$ cat src/rtl/ib_buffer.sv
// rtl/ib_buffer.sv - 8-byte circular I-stream prefetch buffer with fill, consume and flush
// Optional fill-to-output bypass when the buffer is empty: define IB_BYPASS_EN.
module ib_buffer (
  input  logic        clk_h,
  input  logic        reset_l,
  input  logic [1:0]  isize_l,
  input  logic        istrm_h,
  input  logic        flush_h,
  input  logic        fill_valid_h,
  input  logic [31:0] fill_data_h,
  input  logic [1:0]  fill_off_h,
  output logic        fill_req_h,
  output logic [31:0] ib_data_h,
  output logic [3:0]  ib_count_h,
  output logic        ib_stall_h
);

  logic [7:0]  mem [8];
  logic [2:0]  head;
  logic [3:0]  count;

  logic [1:0]  isize_h;
  logic [3:0]  need;
  logic [3:0]  avail;
  logic [3:0]  fill_len;
  logic [3:0]  used;
  logic [3:0]  next_count;
  logic [2:0]  next_head;
  logic [2:0]  wr_base;
  logic        accept;
  logic        consume;
  logic [31:0] stored_data;

  assign isize_h = ~isize_l;

  always_comb begin
    need = 4'd0;
    if (istrm_h) begin
      case (isize_h)
        2'b01:   need = 4'd1;
        2'b10:   need = 4'd2;
        2'b11:   need = 4'd4;
        default: need = 4'd0;
      endcase
    end
  end

  assign fill_req_h = (count <= 4'd4);
  // A fill presented while reset is held is never taken.
  assign accept     = reset_l & fill_valid_h & (fill_req_h | flush_h);
  assign fill_len   = 4'd4 - {2'b00, fill_off_h};

`ifdef IB_BYPASS_EN
  logic bypass;
  assign bypass = (count == 4'd0) & accept;
  assign avail  = bypass ? fill_len : count;
`else
  assign avail  = count;
`endif

  assign ib_stall_h = (need > avail);
  assign consume    = ~ib_stall_h & ~flush_h;
  assign used       = consume ? need : 4'd0;

  // Fill lands behind the pre-consume tail; flush restarts the ring at zero.
  assign wr_base    = flush_h ? 3'd0 : head + count[2:0];
  assign next_head  = flush_h ? 3'd0 : head + used[2:0];
  assign next_count = (flush_h ? 4'd0 : count - used) + (accept ? fill_len : 4'd0);

  always_ff @(posedge clk_h or negedge reset_l) begin
    if (!reset_l) begin
      head  <= 3'd0;
      count <= 4'd0;
      for (int i = 0; i < 8; i++) mem[i] <= 8'h00;
    end else begin
      head  <= next_head;
      count <= next_count;
      if (accept) begin
        for (int j = 0; j < 4; j++) begin
          if (j >= int'(fill_off_h))
            mem[wr_base + 3'(j - int'(fill_off_h))] <= fill_data_h[8*j +: 8];
        end
      end
    end
  end

  always_comb begin
    stored_data = 32'h0000_0000;
    for (int k = 0; k < 4; k++) begin
      if (4'(k) < count) stored_data[8*k +: 8] = mem[head + 3'(k)];
    end
  end

`ifdef IB_BYPASS_EN
  assign ib_data_h = bypass ? (fill_data_h >> {fill_off_h, 3'b000}) : stored_data;
`else
  assign ib_data_h = stored_data;
`endif

  assign ib_count_h = count;

endmodule
$ cat config.mk
export PLATFORM = sky130hd
export DESIGN_NAME = ib_buffer
export DESIGN_NICKNAME = d
export VERILOG_FILES = /design/src/rtl/ib_buffer.sv
export SDC_FILE = /design/constraint.sdc
export NUM_CORES = 1
export LEC_CHECK = 0
export CORE_ASPECT_RATIO = 0.75
export CORE_MARGIN = 3
export CORE_UTILIZATION = 40
export CTS_CLUSTER_DIAMETER = 40
export DETAILED_ROUTE_END_ITERATION = 12
export SYNTH_ARGS = -nofsm -noshare
export SYNTH_HDL_FRONTEND = slang
export SYNTH_SLANG_ARGS = --single-unit
$ cat constraint.sdc
create_clock -name clk_h -period 5 [get_ports clk_h]
set_clock_uncertainty 0.15 [all_clocks]
set_input_delay 1 -clock clk_h [delete_from_list [all_inputs] [get_ports clk_h]]
set_output_delay 1 -clock clk_h [all_outputs]
set_load 0.05 [all_outputs]
* Word level (Yosys, flattened, before mapping)
Index checks and enable logic that the tools add are counted.
Widths: inputs -> output; s select.
** Operators by class
- Equality and inequality tests :: 3
- $lt $le $gt $ge :: 21
- Add/subtract/negate cells :: 16
- Multiplexer cells :: 41
- Reduce and logical (&&, ||, !) cells :: 4
- Bitwise operators :: 15
** Operators with widths (count)
- $mux 64 :: 6
- $bwmux 64 :: 4
- $mux 8 :: 16
- $bmux 8 s3 :: 4
- $demux 8 s3 :: 4
- $ge 4x4->1 const B :: 8
- $not 3->4 :: 8
- $add 3x3->3 :: 6
- $lt 4x1->1 const B :: 4
- $mux 4 :: 4
- $pmux 3 s3 :: 1
- $lt 1x4->1 const A :: 2
- $lt 2x4->1 const A :: 2
- $add 3x2->3 const B :: 2
- $mux 3 :: 2
- $sub 1x2->3 const A :: 2
- $sub 2x2->3 const A :: 2
- $add 4x4->4 :: 1
- $eq 2x2->1 const B :: 2
- $ge 1x2->1 const A :: 2
- $gt 4x4->1 :: 1
- $le 4x3->1 const B :: 1
- $logic_and 1x1->1 :: 4
- $sub 3x2->4 const A :: 1
- 8 further kinds :: 11
** Storage, ports and cells
- Bits in registers :: 71
- Input bits :: 41

* Logic depth before layout (Yosys ltp)
Gate-level depths: netlist (run 1).
- Word-level depth :: 18
- Depth in mapped cells :: 16
- Gate-level depth less buffers :: 16

* Least setup slack after synthesis (run 1)
OpenSTA, ideal clock, no wires.
- Path kind :: in2reg
- Start point :: input isize_l[1]
- End point :: register count[3] (netlist: ib_count_h[3])
- Library setup time :: 0.124 ns
- Required time :: 4.726 ns
- Path slack :: 0.679 ns
- Buffers on the path :: 0
- Cell stages on the path :: 14
- Data arrival time :: 4.046 ns
- Path through :: nor3b_1 ha_1 o21a_1 o21a_1 or2_2 nor2_1 ha_1 inv_1 fa_1 nor2b_1 ha_1 a21o_1 a21oi_1 xnor2_1
** On the way
- Cells in the longest elaborated chain, start to end :: 11
** Ends and longest elaborated chain
- from (decl) :: RTL line 6 : input logic [1:0] isize_l,
- $not 2->2 (*) :: RTL line 34 : assign isize_h = ~isize_l;
- $eq 2x2->1 / $eq 2x1->1 (equally long branches) :: RTL line 39 : case (isize_h)
- $pmux 3 s3 (*) :: RTL line 39
- $mux 4 (*) :: RTL line 38 : if (istrm_h) begin
- $gt 4x4->1 (*) :: RTL line 61 : assign ib_stall_h = (need > avail);
- net ib_stall_h :: RTL line 15 : output logic ib_stall_h
- $not 1->1 (*) :: RTL line 62 : assign consume = ~ib_stall_h & ~flush_h;
- $and 1x1->1 (*) :: RTL line 62
- $mux 4 (*) :: RTL line 63 : assign used = consume ? need : 4'd0;
- $sub 4x4->4 (*) :: RTL line 68 : assign next_count = (flush_h ? 4'd0 : count - used) + (accept ? fill_len : 4'd0);
- $mux 4 (*) :: RTL line 68
- $add 4x4->4 (*) :: RTL line 68
- net next_count[3] :: RTL line 27 : logic [3:0] next_count;
- to (signal assigned) :: RTL line 77 : count <= next_count;
- to (decl) :: RTL line 20 : logic [3:0] count;
Mark *: on every way through the listed nets, which the timed path passes. The rest lies on a longest branch.
A chain may end at the register's enable or synchronous reset.

* Worst setup path after layout (run 1)
- Start point :: register head[0]
- End point :: output ib_data_h[31]
** On the way
- Cells in the longest elaborated chain, start to end :: 6
** Ends and longest elaborated chain
- from (decl) :: RTL line 19 : logic [2:0] head;
- from (signal assigned) :: RTL line 76 : head <= next_head;
- $add 3x2->3 :: RTL line 90 : if (4'(k) < count) stored_data[8*k +: 8] = mem[head + 3'(k)];
- $not 3->4 (not written as such) :: RTL line 90
- $bmux 8 s3 :: RTL line 90
- $mux 8 (not written as such) (2 in a row) :: RTL line 90
- $mux 8 :: RTL line 90
- to (decl) :: RTL line 13 : output logic [31:0] ib_data_h,
Every way passes these cells. The select of a mux whose other input is x is not followed.

==> results of run 1 <==
[power groups by stage]
stage / clock, mW / combinational (mW) / sequential, mW
floorplan: 0 / 2.62 / 1.08
global placement: 0 / 3.70 / 1.33
detailed placement: 0 / 3.72 / 1.34
CTS: 0.674 / 3.73 / 1.33
global route: 0.697 / 4.01 / 1.42
finish: 0.674 / 3.76 / 1.38
[cell type report]
cell class                 count  area (µm²)
sequential                    71        1780
multi-input combinational    731        6060
clock inverter                 5        57.6
tap                          253         317
inverter                      15        56.3
fill                        1909       10100
clock buffer                  11         243
timing repair buffer         108        1160
[registers in the layout, summed over array words and instances (netlist names)]
register	flops
mem	64
ib_count_h	4
head	3
[worst reg2reg max path, cell delays in order, from the launching register on]
cell and delay, ps:
dfrtp_1 470, ha_1 250, fa_1 490, nand2b_1 190, inv_1 70, ha_1 290
ha_1 210, xnor2_1 420, xor2_1 260, nor3_1 880, a221oi_1 200, o32ai_1 180
[logic make-up (layout without fill, tap and decap cells)]
logic type               Yosys count  count (layout)
AO/OA/AOI/OAI                    268             268
XOR/XNOR                          15              15
adder cells (fa/ha/maj)           28              28
buffers and inverters            107             139
flip-flops                        71              71
multiplexers                     129             129
AND/OR/NAND/NOR                  291             291
[per-stage QoR]
| stage | area, µm² | power (mW) | setup slack (ps) | cells | hold WS [ps] |
|---|---|---|---|---|---|
| floorplan | 8290 | 3.70 | 679 | 909 | 376 |
| global placement | 9370 | 5.02 | 240 | 1178 | 447 |
| detailed placement | 9370 | 5.06 | 203 | 1178 | 462 |
| CTS | 9670 | 5.74 | 323 | 1194 | 475 |
| global route | 9670 | 6.12 | 115 | 1194 | 517 |
| finish | 9670 | 5.81 | 378 | 1194 | 477 |
[synthesized netlist by cell type, drive strengths merged, types with 25 or more instances]
library cell,instances
nor2b,32
o32ai,35
dfrtp,71
o22ai,32
nor2,140
mux2i,62
nand2,63
a21oi,63
buf,46
mux4,59
a221oi,32
a211oi,25
clkbuf,46
a211o,32
[metal layers]
metal / wire (µm) / GRT usage (%) / part of all wire [%] / vias to the layer above
met2: 11900 / 36.6 / 38 / 550
li1: - / - / - / 3567
met1: 13500 / 41.4 / 43 / 3978
met3: 5240 / 14.5 / 17 / 41
met5: 0 / 0 / 0 / -
met4: 349 / 4.04 / 1.1 / 0
[how the worst min path moves through the flow]
stage                     startpoint      end  cells after the start
after floorplan              mem[63]  mem[63]                      1
after global placement       mem[42]  mem[42]                      2
after detailed placement     mem[51]  mem[51]                      2
after CTS                    mem[41]  mem[41]                      2
after global routing         mem[42]  mem[42]                      2
final                        mem[41]  mem[41]                      2
==> out/qor.csv, run 1 <==
metric,value,unit
DR pass1 iterations,6,
Cell Rows,44,
Synth Area in Adders,4.68,%
"CP delay by family, top",buffers and inverters,
initial drt markers,1082,
relative slew slack,18.2,%
"Warnings, synthesis",0,
antenna-violating nets left,0,
Layout Nets,1005,
post_cts resized,0,
largest family of logic cells by synthesized area,multiplexers,
Initial Util,41.8,%
remaining global-route overflow,0,
TritonCTS clock tree,done,
critical path type,reg2out,
final setup vio count,0,
Via density,6.81,
Max Cap Viol,0,
Post-Synth XOR/XNOR Area,2.36,%
CTS Hold Buffers Added,0,
DIE WIDTH,172,µm
worst path required time,3850,ps
Synth Cell Area,8290,µm²
root buffer cell,clkbuf_16,
vias,8136,
clk sinks,71,
worst-path maximum fanout,33,
Post-CTS Repair Setup Buffers,0,
number of I/O pins,79,
DP HPWL,22.8,mm
Die H,131,µm
Leak,3.64,nW
Final Hold Viols,0,
CTS buffer count,9,
cell count after synthesis,909,
NetSw,2.91,mW
FF-to-FF Start,ib_count_h[0],
Worst EP arrival,3470,ps
I/O Buffers,78,
Final Max Tran Viols,0,
final core utilization,48.8,%
global-route usage over all layers,27.9,%
CP Capture Type,primary output,
reg-to-reg endpoint,mem[13],
first-pass GRT wire length,47.8,mm
Tcrit/Tclk final,92.4,%
WP depth,8,
"Seq/Total Area, Yosys",21.4,%
Worst-Skew Late Latency,350,ps
Inserted Diodes,0,
DR WL/cell,25.9,µm
clock buffer depth,2,
Worst Tran Pin Value,1190,ps
mux cell area share after synthesis,25.3,%
Simple-Gate Fraction of Synth Area,16.5,%
cells on worst reg2reg path,11,
CP Launch Point,head[0],
CP startpoint kind,flip-flop,
Worst path slowest cell,xnor2_2,
vias in the first global route,7709,
outcome,"finished, final reports clean",
Gate power share,64.7,%
Yosys top cell area share,21.4,%
Syn Nets,978,
Sw Share,50.1,%
Max Fclk,216,MHz
pwr/cell area,601,nW/µm²
RSZ-0062 raised after global routing,false,
setup tns final,0,ps
share of layout cells above drive strength 1,16.0,%
total length of routed wires,30.9,mm
CP Capture Point,ib_data_h[31],
"commonest cells after routing, fill and taps aside","nor2_1, dfrtp_1, nand2_1, a21oi_1, clkdlybuf4s50_1",
clock power share,11.6,%
Worst VDD drop,0.194,mV
P_int,2.90,mW
R2R Setup Slk,850,ps
initial antenna violation count,0,
dominant synthesized flop cell,dfrtp_1,
Core Box Area,19800,µm²
power share of the sequential group,23.7,%
synthesis-to-layout area growth,16.7,%
DRC violations left,0,
minimum clock period,4620,ps
Seq cells post-synth,71,
"commonest non-fill, non-tap cell in the layout",nor2_1,
"CTS clk-pin slew, worst paths",60,ps
htree depth,3,
Hold Path Class,reg2reg,
Compound-Gate Fraction of Synth Area,24.2,%
routability cong.,0.933,
Die ar.,22500,µm²
Area contributors post-synth,"dfrtp_1, mux4_2, mux2i_1",
count of different cell masters after synthesis,60,
Max stage delay on crit path,790,ps
synthesized area per cell,9.12,µm²
Post-synth EDFFs,0,
cell repeated most along the worst path,buf_4,
CP Cell Sequence,buf_4 -> clkinv_1 -> ha_1 -> xnor2_2 -> mux4_2 -> mux2i_1 -> nor2_1 -> buf_4,
largest net degree at the start of global routing,72,
WP buf/inv,3,
asr flop ratio synth,100,%
Synth area leader,dfrtp_1,
Note: power is estimated with default switching activity, not from simulation.
==> run 2, diff against run 1 <==
--- a/config.mk
+++ b/config.mk
@@ -5,11 +5,12 @@
 export SDC_FILE = /design/constraint.sdc
 export NUM_CORES = 1
 export LEC_CHECK = 0
-export CORE_ASPECT_RATIO = 0.75
+export CORE_ASPECT_RATIO = 0.8
 export CORE_MARGIN = 3
 export CORE_UTILIZATION = 40
 export CTS_CLUSTER_DIAMETER = 40
 export DETAILED_ROUTE_END_ITERATION = 12
+export RECOVER_POWER = 50
 export SYNTH_ARGS = -nofsm -noshare
 export SYNTH_HDL_FRONTEND = slang
 export SYNTH_SLANG_ARGS = --single-unit
==> run 2 against run 1 <==
The flow now finishes with violations (capacitance limit, slew limit). Sequential share of layout area about the same. Via count decreased by 2.1%. Die area about the same. Hold slack got worse by 17 ps. Fmax increased by 1.9%. Critical path type is now in2out. Critical endpoint is now ib_stall_h. Largest cell class unchanged.
==> out/qor.csv, run 2 (synthesized netlist as in run 1, its figures left out) <==
metric,value,unit,change
outcome,"finished, violations left",,
violated checks,"capacitance limit, slew limit",,
CP Capture Type,primary output,,
DIE WIDTH,167,µm,-3.1%
Worst EP arrival,3390,ps,-80 ps
Max Cap Viol,1,,+1
share of layout cells above drive strength 1,15.8,%,-0.21 points
clock power share,12.5,%,+0.9 points
Die ar.,22500,µm²,about the same
non-filler instance count after layout,1205,,+0.92%
remaining global-route overflow,0,,unchanged
NetSw,2.87,mW,-1.3%
Sw Share,49.7,%,-0.41 points
TritonCTS clock tree,done,,
first-pass GRT wire length,46.3,mm,-3.2%
Cell Rows,46,,+4.5%
Worst path slowest cell,clkdlybuf4s50_1,,
initial drt markers,923,,-15%
Worst-Skew Late Latency,340,ps,about the same
total length of routed wires,30.1,mm,-2.8%
P_int,2.91,mW,+0.30%
"commonest cells after routing, fill and taps aside","nor2_1, dfrtp_1, nand2_1, a21oi_1, mux4_2",,
clk sinks,71,,unchanged
initial antenna violation count,0,,unchanged
Gate power share,64.0,%,-0.7 points
Die H,135,µm,+3.1%
Final Hold Viols,0,,unchanged
CTS buffer count,9,,unchanged
"commonest non-fill, non-tap cell in the layout",nor2_1,,
Post-CTS Repair Setup Buffers,0,,unchanged
final core utilization,48.2,%,-0.59 points
Max Fclk,220,MHz,+1.9%
cells on worst reg2reg path,13,,+2
Leak,3.67,nW,+0.74%
vias in the first global route,7682,,-0.35%
Via density,6.61,,-3.0%
Worst Tran Pin Value,1910,ps,+714 ps
Min-Delay Startpoint,mem[36],,
FF-to-FF Start,ib_count_h[0],,
CP startpoint kind,input port,,
Hold Path Class,reg2reg,,
critical path type,in2out,,
CTS Hold Buffers Added,0,,unchanged
Final Max Tran Viols,72,,+72
DP HPWL,22.5,mm,-1.6%
global-route usage over all layers,26.4,%,-1.5 points
Inserted Diodes,0,,unchanged
reg-to-reg endpoint,mem[41],,
I/O Buffers,78,,unchanged
Finished Cell Area,9690,µm²,+0.12%
CP Cell Sequence,dlygate4sd3_1 -> nor3b_1 -> ha_1 -> a31oi_1 -> o21a_1 -> clkdlybuf4s50_1,,
DR WL/cell,25.0,µm,-3.7%
worst-path maximum fanout,4,,-88%
antenna-violating nets left,0,,unchanged
minimum clock period,4540,ps,-84.1 ps
Area after DPL,9370,µm²,about the same
htree depth,3,,unchanged
largest net degree at the start of global routing,72,,unchanged
flip-flop count of the largest register after layout,64,,unchanged
final setup vio count,0,,unchanged
Hold Path End,mem[36],,
root buffer cell,clkbuf_16,,
DR pass1 iterations,6,,unchanged
hold path depth,2,,unchanged
"CTS clk-pin slew, worst paths",60,ps,about the same
Layout Nets,1005,,unchanged
Core Box Area,20100,µm²,+1.4%
routability cong.,0.958,,+2.6%
"CP delay by family, top",buffers and inverters,,
worst path required time,3850,ps,about the same
setup tns final,0,ps,unchanged
dpl cells,1189,,+0.93%
WP buf/inv,2,,-1
relative slew slack,-27.2,%,-45 points
R2R Setup Slk,810,ps,-40 ps
power share of the sequential group,23.4,%,-0.3 points
RSZ-0062 raised after global routing,false,,
post_cts resized,0,,unchanged
synthesis-to-layout area growth,16.9,%,
clock buffer depth,2,,unchanged
pwr/cell area,597,nW/µm²,-0.63%
Biggest register,mem,,
Max stage delay on crit path,820,ps,+30 ps
DRC violations left,0,,unchanged
Worst VDD drop,0.496,mV,+160%
Tot Pwr,5.78,mW,-0.52%
vias,7967,,-2.1%
number of I/O pins,79,,unchanged
Tcrit/Tclk final,90.8,%,-1.7 points
Initial Util,41.3,%,-0.56 points
-- run 2: changes by cell type in the layout (fill, tap and decap cells not counted), sizes merged --
| cell | before | now |
|---|---|---|
| buf | 47 | 45 |
| bufinv | 1 | 2 |
| clkbuf | 11 | 13 |
| clkdlybuf4s50 | 61 | 46 |
| clkinv | 2 | 3 |
| clkinvlp | 3 | 1 |
| dlygate4sd3 | 0 | 15 |
-- run 2: tightest hold or removal path: cells and delay by family, from the launching register on --
family	cells	cell delay, ps
AND/OR/NAND/NOR	1	110
AO/OA/AOI/OAI	1	50
flip-flops	1	410
-- run 2: metrics by stage --
step | worst slack (ps) | hold slack, ps
2_1_floorplan | 679 | 376
3_3_place_gp | 280 | 433
6_report | 462 | 460
5_1_grt | 258 | 510
4_1_cts | 536 | 461
3_5_place_dp | 239 | 453
-- run 2: per-layer routing --
layer / vias to the layer above / track usage, % / part of all wire [%]
met5: - / 0 / 0
met3: 16 / 10.4 / 14
met4: 0 / 4.08 / 0.64
met2: 513 / 36.9 / 40
li1: 3578 / - / -
met1: 3860 / 39.3 / 45
-- run 2: cell type report --
type / count / area (µm²)
fillers: 1921 / 10400
clock inverters: 5 / 81.3
inverters: 15 / 56.3
flip-flops and latches: 71 / 1780
well taps: 264 / 330
multi-input cells: 731 / 6050
clock buffers: 11 / 243
repair buffers: 108 / 1140
-- run 2: worst max-delay path by stage --
stage                     startpoint            end  slack, ps  cells past startpoint
after floorplan           isize_l[1]  ib_count_h[3]        680                     14
after detailed placement     istrm_h  ib_count_h[3]        240                     15
after global placement       istrm_h  ib_count_h[3]        280                     15
after global routing         istrm_h  ib_count_h[3]        260                     15
after CTS                    istrm_h     ib_stall_h        540                      6
final                        istrm_h     ib_stall_h        460                      6
-- run 2: power groups by stage --
stage	Sequential, mW	Clock, mW	Combinational [mW]
after global placement	1.31	0	3.67
after global routing	1.40	0.756	3.93
final	1.35	0.725	3.70
after CTS	1.32	0.730	3.70
after detailed placement	1.33	0	3.69
after floorplan	1.08	0	2.62
